===== src/rtl/register_bus_pkg.sv =====
// Shared definitions for the register bus arbiter: FSM encoding, default
// widths and the data pattern returned when an access times out.
package register_bus_pkg;

  localparam int DEFAULT_INDEX_WIDTH    = 7;
  localparam int DEFAULT_DATA_WIDTH     = 16;
  localparam int DEFAULT_TIMEOUT_CYCLES = 16;

  // Widest data bus supported; TIMEOUT_RDATA is sliced down to DATA_WIDTH.
  localparam int MAX_DATA_WIDTH = 64;
  localparam logic [MAX_DATA_WIDTH-1:0] TIMEOUT_RDATA = '1;

  typedef enum logic [1:0] {
    ST_IDLE = 2'd0,
    ST_BUSY = 2'd1,
    ST_RESP = 2'd2
  } state_t;

endpackage


===== src/rtl/bus_timeout_counter.sv =====
// Counts consecutive cycles with count_en high and flags the cycle in which
// the count reaches TIMEOUT_CYCLES. Cleared whenever count_en is low.
module bus_timeout_counter
  import register_bus_pkg::*;
#(
  parameter int TIMEOUT_CYCLES = DEFAULT_TIMEOUT_CYCLES
) (
  input  logic clk,
  input  logic reset,
  input  logic count_en,
  output logic expired
);

  localparam int CW = $clog2(TIMEOUT_CYCLES + 1);

  logic [CW-1:0] count_q;

  // Count enabled cycles; restart from zero as soon as the enable drops.
  always_ff @(posedge clk or posedge reset) begin
    if (reset) begin
      count_q <= '0;
    end else if (count_en) begin
      count_q <= count_q + 1'b1;
    end else begin
      count_q <= '0;
    end
  end

  // count_q is 0 in the first enabled cycle, so the last allowed cycle is N-1.
  assign expired = count_en && (count_q == CW'(TIMEOUT_CYCLES - 1));

endmodule


===== src/rtl/register_bus_arbiter.sv =====
// Two-requester arbiter in front of a single register peripheral.
// Optional build macro REG_BUS_TIMEOUT_EN: aborts a BUSY access after
// TIMEOUT_CYCLES cycles without register_ready, returning all-ones with err.
//
// Handshakes:
//   requester side  - reqN is raised together with weN/indexN/wdataN and held
//                     until ackN; the fields are latched at grant, so later
//                     changes (including dropping reqN) do not affect the
//                     access in flight. ackN is a one-cycle pulse; rdata and
//                     err are valid while it is high. reqN must drop in the
//                     ack cycle or it is treated as a new request.
//   peripheral side - register_read/register_write are held with a stable
//                     register_index/register_write_value until the cycle in
//                     which register_ready is sampled high.
module register_bus_arbiter
  import register_bus_pkg::*;
#(
  parameter int INDEX_WIDTH    = DEFAULT_INDEX_WIDTH,
  parameter int DATA_WIDTH     = DEFAULT_DATA_WIDTH,
  parameter int TIMEOUT_CYCLES = DEFAULT_TIMEOUT_CYCLES
) (
  input  logic                   clk,
  input  logic                   reset,
  input  logic                   req0,
  input  logic                   req1,
  input  logic                   we0,
  input  logic                   we1,
  input  logic [INDEX_WIDTH-1:0] index0,
  input  logic [INDEX_WIDTH-1:0] index1,
  input  logic [DATA_WIDTH-1:0]  wdata0,
  input  logic [DATA_WIDTH-1:0]  wdata1,
  output logic                   ack0,
  output logic                   ack1,
  output logic [DATA_WIDTH-1:0]  rdata,
  output logic                   err,
  output logic [INDEX_WIDTH-1:0] register_index,
  output logic                   register_read,
  output logic                   register_write,
  output logic [DATA_WIDTH-1:0]  register_write_value,
  input  logic [DATA_WIDTH-1:0]  register_read_value,
  input  logic                   register_ready,
  output state_t                 state_dbg
);

  state_t                 state, state_nxt;
  logic                   gnt_q;      // port owning the current access
  logic                   prio_q;     // port that wins a tie
  logic                   grant_sel;  // port chosen this cycle in IDLE
  logic                   we_q;
  logic [INDEX_WIDTH-1:0] index_q;
  logic [DATA_WIDTH-1:0]  wdata_q;
  logic [DATA_WIDTH-1:0]  rdata_q;
  logic                   timeout_hit;

`ifdef REG_BUS_TIMEOUT_EN
  logic err_q;

  bus_timeout_counter #(
    .TIMEOUT_CYCLES(TIMEOUT_CYCLES)
  ) u_timeout (
    .clk      (clk),
    .reset    (reset),
    .count_en (state == ST_BUSY),
    .expired  (timeout_hit)
  );
`else
  assign timeout_hit = 1'b0;
`endif

  // On a tie the priority port wins; otherwise whichever port is requesting.
  always_comb begin
    grant_sel = req1;
    if (req0 && req1) grant_sel = prio_q;
  end

  // State register.
  always_ff @(posedge clk or posedge reset) begin
    if (reset) state <= ST_IDLE;
    else       state <= state_nxt;
  end

  // Next-state logic: IDLE -> BUSY on any request, BUSY -> RESP on ready or
  // timeout, RESP always lasts exactly one cycle.
  always_comb begin
    state_nxt = state;
    case (state)
      ST_IDLE: if (req0 || req1) state_nxt = ST_BUSY;
      ST_BUSY: if (register_ready || timeout_hit) state_nxt = ST_RESP;
      ST_RESP: state_nxt = ST_IDLE;
      default: state_nxt = ST_IDLE;
    endcase
  end

  // Grant bookkeeping, request latching and read-data capture.
  always_ff @(posedge clk or posedge reset) begin
    if (reset) begin
      gnt_q   <= 1'b0;
      prio_q  <= 1'b0;
      we_q    <= 1'b0;
      index_q <= '0;
      wdata_q <= '0;
      rdata_q <= '0;
`ifdef REG_BUS_TIMEOUT_EN
      err_q   <= 1'b0;
`endif
    end else begin
      if (state == ST_IDLE && (req0 || req1)) begin
        gnt_q   <= grant_sel;
        prio_q  <= ~grant_sel;
        we_q    <= grant_sel ? we1 : we0;
        index_q <= grant_sel ? index1 : index0;
        wdata_q <= grant_sel ? wdata1 : wdata0;
      end
      if (state == ST_BUSY) begin
        // A ready arriving in the last allowed cycle still completes normally.
        if (register_ready) begin
          rdata_q <= we_q ? '0 : register_read_value;
`ifdef REG_BUS_TIMEOUT_EN
          err_q   <= 1'b0;
`endif
        end else if (timeout_hit) begin
          rdata_q <= TIMEOUT_RDATA[DATA_WIDTH-1:0];
`ifdef REG_BUS_TIMEOUT_EN
          err_q   <= 1'b1;
`endif
        end
      end
    end
  end

  // Output decode: strobes only in BUSY, ack/err only in RESP.
  always_comb begin
    register_read  = 1'b0;
    register_write = 1'b0;
    ack0           = 1'b0;
    ack1           = 1'b0;
    err            = 1'b0;
    case (state)
      ST_BUSY: begin
        register_read  = ~we_q;
        register_write = we_q;
      end
      ST_RESP: begin
        ack0 = ~gnt_q;
        ack1 = gnt_q;
`ifdef REG_BUS_TIMEOUT_EN
        err  = err_q;
`endif
      end
      default: ;
    endcase
  end

  assign register_index       = index_q;
  assign register_write_value = wdata_q;
  assign rdata                = rdata_q;
  assign state_dbg            = state;

endmodule


===== config.mk =====
export PLATFORM = sky130hd
export DESIGN_NAME = register_bus_arbiter
export DESIGN_NICKNAME = d
export VERILOG_FILES = /design/src/rtl/register_bus_pkg.sv /design/src/rtl/bus_timeout_counter.sv /design/src/rtl/register_bus_arbiter.sv
export SDC_FILE = /design/constraint.sdc
export NUM_CORES = 1
export LEC_CHECK = 0
export ABC_AREA = 0
export CORE_ASPECT_RATIO = 1.4
export CORE_MARGIN = 2
export CORE_UTILIZATION = 42
export CTS_CLUSTER_DIAMETER = 40
export CTS_CLUSTER_SIZE = 40
export DETAILED_ROUTE_END_ITERATION = 12
export HOLD_SLACK_MARGIN = 0.1
export PLACE_DENSITY = 0.95
export SLEW_MARGIN = 20
export SYNTH_ARGS = -nofsm -noshare
export SYNTH_HDL_FRONTEND = slang
export SYNTH_SLANG_ARGS = --single-unit

===== constraint.sdc =====
create_clock -name clk -period 4.55 [get_ports clk]
set_clock_uncertainty 0.2 [all_clocks]
set_input_delay 1.1375 -clock clk [delete_from_list [all_inputs] [get_ports clk]]
set_output_delay 1.1375 -clock clk [all_outputs]
set_load 0.005 [all_outputs]

# Word-level counts from Yosys, hierarchy flattened
# Cells that the tools add are included.
totals:
  regBits: 44
  out_inout_bits: 46
  inputBits: 69
classes:
  eq_ne: 4
  reduce_logical: 6
  n_mux: 12
  bitwise: 3
op_table:
  columns: ["op", "count"]
  rows:
  - ["2-to-1 mux 16 bit", 2]
  - ["2-to-1 mux 7 bit", 1]
  - ["2-to-1 mux 1 bit", 6]
  - ["2-to-1 mux 2 bit", 2]
  - ["case mux 2 bit (2 select lines)", 1]
  - ["AND reduction 2 bit", 2]
  - ["NOT 1 bit", 3]
  - ["== test 2 x 1 -> 1 bit, second input constant", 1]
  - ["== test 2 bit, second input constant", 1]
  - ["logical AND 1 bit", 2]
  - ["logical NOT 2 bit", 1]
  - ["!= test 2 x 1 -> 1 bit, second input constant", 1]
  - ["!= test 2 bit, second input constant", 1]
  - ["logical OR 1 bit", 1]

# Depth between registers and ports, before layout
depth:
  word_depth: 3
  ltp_mapped: 7
  mapped_depth_nobuf: 3

# Worst setup path after synthesis
# Ideal clock, no wire load.
synth_path:
  kind: "input port to flip-flop"
  startpoint: "in req1"
  endpoint: "reg wdata_q[12] (netlist: register_write_value[12])"
  t_arrival_ps: 2115
  slack_ps: 2154
  path_stages: 7
  n_path_buf: 4
  path_cell_list: "buf_6 or2_1 buf_6 and2_4 buf_6 buf_6 a31oi_2"
synth_between:
  elab_chain_cells: 3
  word_cells_on_any_way: 5
  cone_classes: "mux: 2; reduce/logical: 3"
synth_rtl:
  columns: ["element", "line_no", "rtl"]
  rows:
  - ["start, declared", "register_bus_arbiter.sv:25", "input logic req1,"]
  - ["logical AND 1 bit", "register_bus_arbiter.sv:73", "if (req0 && req1) grant_sel = prio_q;"]
  - ["2-to-1 mux 1 bit", "register_bus_arbiter.sv:73", null]
  - ["2-to-1 mux 16 bit", "register_bus_arbiter.sv:112", "wdata_q <= grant_sel ? wdata1 : wdata0;"]
  - ["end signal, assigned", "register_bus_arbiter.sv:112", null]
  - ["end, declared", "register_bus_arbiter.sv:51", "logic [DATA_WIDTH-1:0] wdata_q;"]
# Parallel ways exist; a longest one is shown, timed or not.
# A chain may end at the register's enable or synchronous reset.

# Worst setup path after layout
layout_path:
  startpoint: "reg we_q"
  endpoint: "out register_write"
layout_between:
  elab_chain_cells: 1
layout_rtl:
  columns: ["element", "line_no", "rtl"]
  rows:
  - ["start, declared", "register_bus_arbiter.sv:49", "logic we_q;"]
  - ["start signal, assigned", "register_bus_arbiter.sv:110", "we_q <= grant_sel ? we1 : we0;"]
  - ["2-to-1 mux 1 bit", "register_bus_arbiter.sv:138", "case (state)"]
  - ["end, declared", "register_bus_arbiter.sv:38", "output logic register_write,"]
# No other way between the ends.

==> results.toml <==
[status]
status = "complete, no violations"

[synthesis]
yosysMostFrequentCell = "dfrtp_1"
synth_area_leaders = "dfrtp_1 51%, a31oi_2 11%, o21ai_0 9.2%, nand3_1 5.7%, a21oi_1 5.5%"
synth_fp_nets = 301
ys_ff_latch = 44
seq_area_frac_synth_pct = 50.52
syn_avg_cell_area_sq_um = 9.395
synth_ff_type = "dfrtp_1"
ys_warn_count = 0
synth.distinct_cells = 23
synth_top_area_share_pct = 50.52
ys_async_sr_fraction_pct = 100.0
yosys-top-cells-count = "44 x dfrtp_1, 40 x o21ai_0, 32 x nand2_1, 25 x nand3_1, 24 x a21oi_1"
postSynthCellCount = 232
syn_area_sq_um = 2180
synth-edff-count = 0
yosys.area.top_type = "dfrtp_1"

[sta]
slew_viol_final = 0
fin_tns_setup_ns = 0
max_slew_margin_pct = 32.86
hold_violations = 0
setup_viol = 0
worst_slew_pin_slew_ns = 1.004
rsz0062_at_grt = "no"
clock.fmax_mhz = 313.0
period_share_pct = 70.22
finalCriticalPeriod_ns = 3.195

[power_and_ir_drop]
p_comb_share_pct = 49.6
p_int_mw = 1.296
seq_power_share_pct = 35.5
power_density_nw_per_um2 = 583.1
p_sw_uw = 692.1
leakage_nw = 1.317
switching_share_pct = 34.81
pwr-share-clk_pct = 15.0
ir_worst_vdd_v = 0.0002677

[clock_network]
clk_latency_ns = 0.30
cts_tree = "yes"
cts.sinks = 44
cts-resized-gates = 0
clock-root-buffer = "clkbuf_8"
cts.clk_slew.worst_paths_ns = 0.09
postCtsSetupBuffers = 0
clockBufferDepth = 2
htree_levels = 2
cts_buffers = 5
holdBufCountCts = 0

[global_routing]
grt_overflow = 0
antenna_found_initial = 0
grt_pass1_vias = 2111
track_usage_pct = 21.74
grt_max_degree = 45
grt_pass1_wl_microns = 9729

[die]
die-area_sq_um = 5790
dieWidth_microns = 64.89
fp.dieH_microns = 89.24
core_sq_um = 5081
start_util_pct = 42.90
placementRows = 31
ioPinCount = 115

[place]
io_buffers = 113
gp_congestion = 0.7202
placed_cells = 392
dp_hpwl_microns = 4422

[detailed_routing]
first_iter_violations = 151
drcViolationCount = 0
totalWireLength_microns = 6146
firstDrtPassIters = 4
routedWlPerCell_microns = 15.37
vias = 2136
antenna_left = 0
via_per_inst = 5.340

[critical_path]
cp_data_arrival_time_ns = 1.86
reg2reg_depth = 3
crit_required_ns = 3.21
crit_path_max_fanout = 17
endpoint_kind = "output port"
cp-start-kind = "flop"
crit_type = "reg2out"

[layout]
drive_above_1_share_pct = 10.48
area_growth_pct = 56.43
instances_no_fill = 400
num-nets-final = 402
antenna_cells = 0

[flow_run]
max_cap_violations = 0

[worst_hold_path]
hold_path_class = "reg2reg"
hold_depth = 2
## path summary, 6_finish.rpt
kind,start,end,slack (ns)
setup / recovery,we_q,register_write,1.35
hold / removal,rdata[9],rdata[9],0.28
setup reg to reg,state_dbg[1],rdata[14],2.54
hold reg to reg,rdata[9],rdata[9],0.28
max in group asynchronous,reset,rdata[11],2.43
min in group asynchronous,reset,register_write_value[10],1.15
## logic make-up after synthesis
kind of cell	Yosys count	synth area share, %
other cells	1	0.1721
simple gates	68	14.35
flops	44	50.52
compound gates	91	28.24
buf+inv	28	6.716
## power groups by stage
stage | registers, mW | logic, mW | clock network, mW
2_1_floorplan | 0.708 | 0.461 | 0
3_3_place_gp | 0.702 | 0.953 | 0
3_5_place_dp | 0.711 | 0.995 | 0
4_1_cts | 0.705 | 0.998 | 0.304
5_1_grt | 0.725 | 1.09 | 0.323
6_report | 0.705 | 0.985 | 0.298
## state kept, by name (all words and copies together), names as in the netlist
signal and flops:
gnt_q 1, rdata 16, register_index 7, prio_q 1, we_q 1, state_dbg 2, register_write_value 16
## worst max-delay path, cell delays in order, from the launching register on
cell and delay [ns]:
dfrtp_1 0.42, clkinv_1 0.41, nor2_1 0.21, clkdlybuf4s50_1 0.52
## layout by cell type, fill, tap and decap left out, drive strengths merged
cell,n
inv,4
nor2b,1
clkbuf,5
nand3,25
a31oi,24
a21oi,24
clkinv,2
o21bai,1
buf,4
conb,1
bufinv,1
nor3b,2
o21ai,41
dfrtp,44
nand2,32
clkinvlp,1
nand2b,2
and2,1
or2,1
clkdlybuf4s50,113
nor2,3
nand3b,1
o21a,1
## layout make-up
cell class | instances | area, sq um
Fill cell | 415 | 1672
Timing Repair Buffer | 117 | 1161
Sequential cell | 44 | 1101
Multi-Input combinational cell | 160 | 934.6
Tap cell | 66 | 82.58
Clock buffer | 5 | 68.82
Clock inverter | 3 | 42.54
Inverter | 5 | 18.77
## metrics by stage
stage | util [%] | power [mW] | setup WS [ns] | hold slack, ns | area (sq um)
4_1_cts | 67.10 | 2.007 | 1.346 | 0.2887 | 3410
5_1_grt | 67.10 | 2.135 | 1.250 | 0.3081 | 3410
2_1_floorplan | - | 1.170 | 2.154 | 0.2733 | 2180
6_report | 67.10 | 1.988 | 1.355 | 0.2837 | 3410
3_3_place_gp | 64.91 | 1.655 | 1.582 | 0.2604 | 3298
3_5_place_dp | 64.91 | 1.706 | 1.431 | 0.2699 | 3298
## per-layer routing
layer / up-vias / GRT usage [%] / share of wire [%]
li1: 1013 / - / -
met2: 105 / 37.86 / 52
met4: 0 / 9.478 / 3.1
met5: - / 0 / 0
met3: 16 / 5.668 / 6.9
met1: 1002 / 25.26 / 38
No activity file was read; power rests on OpenSTA's default activity.
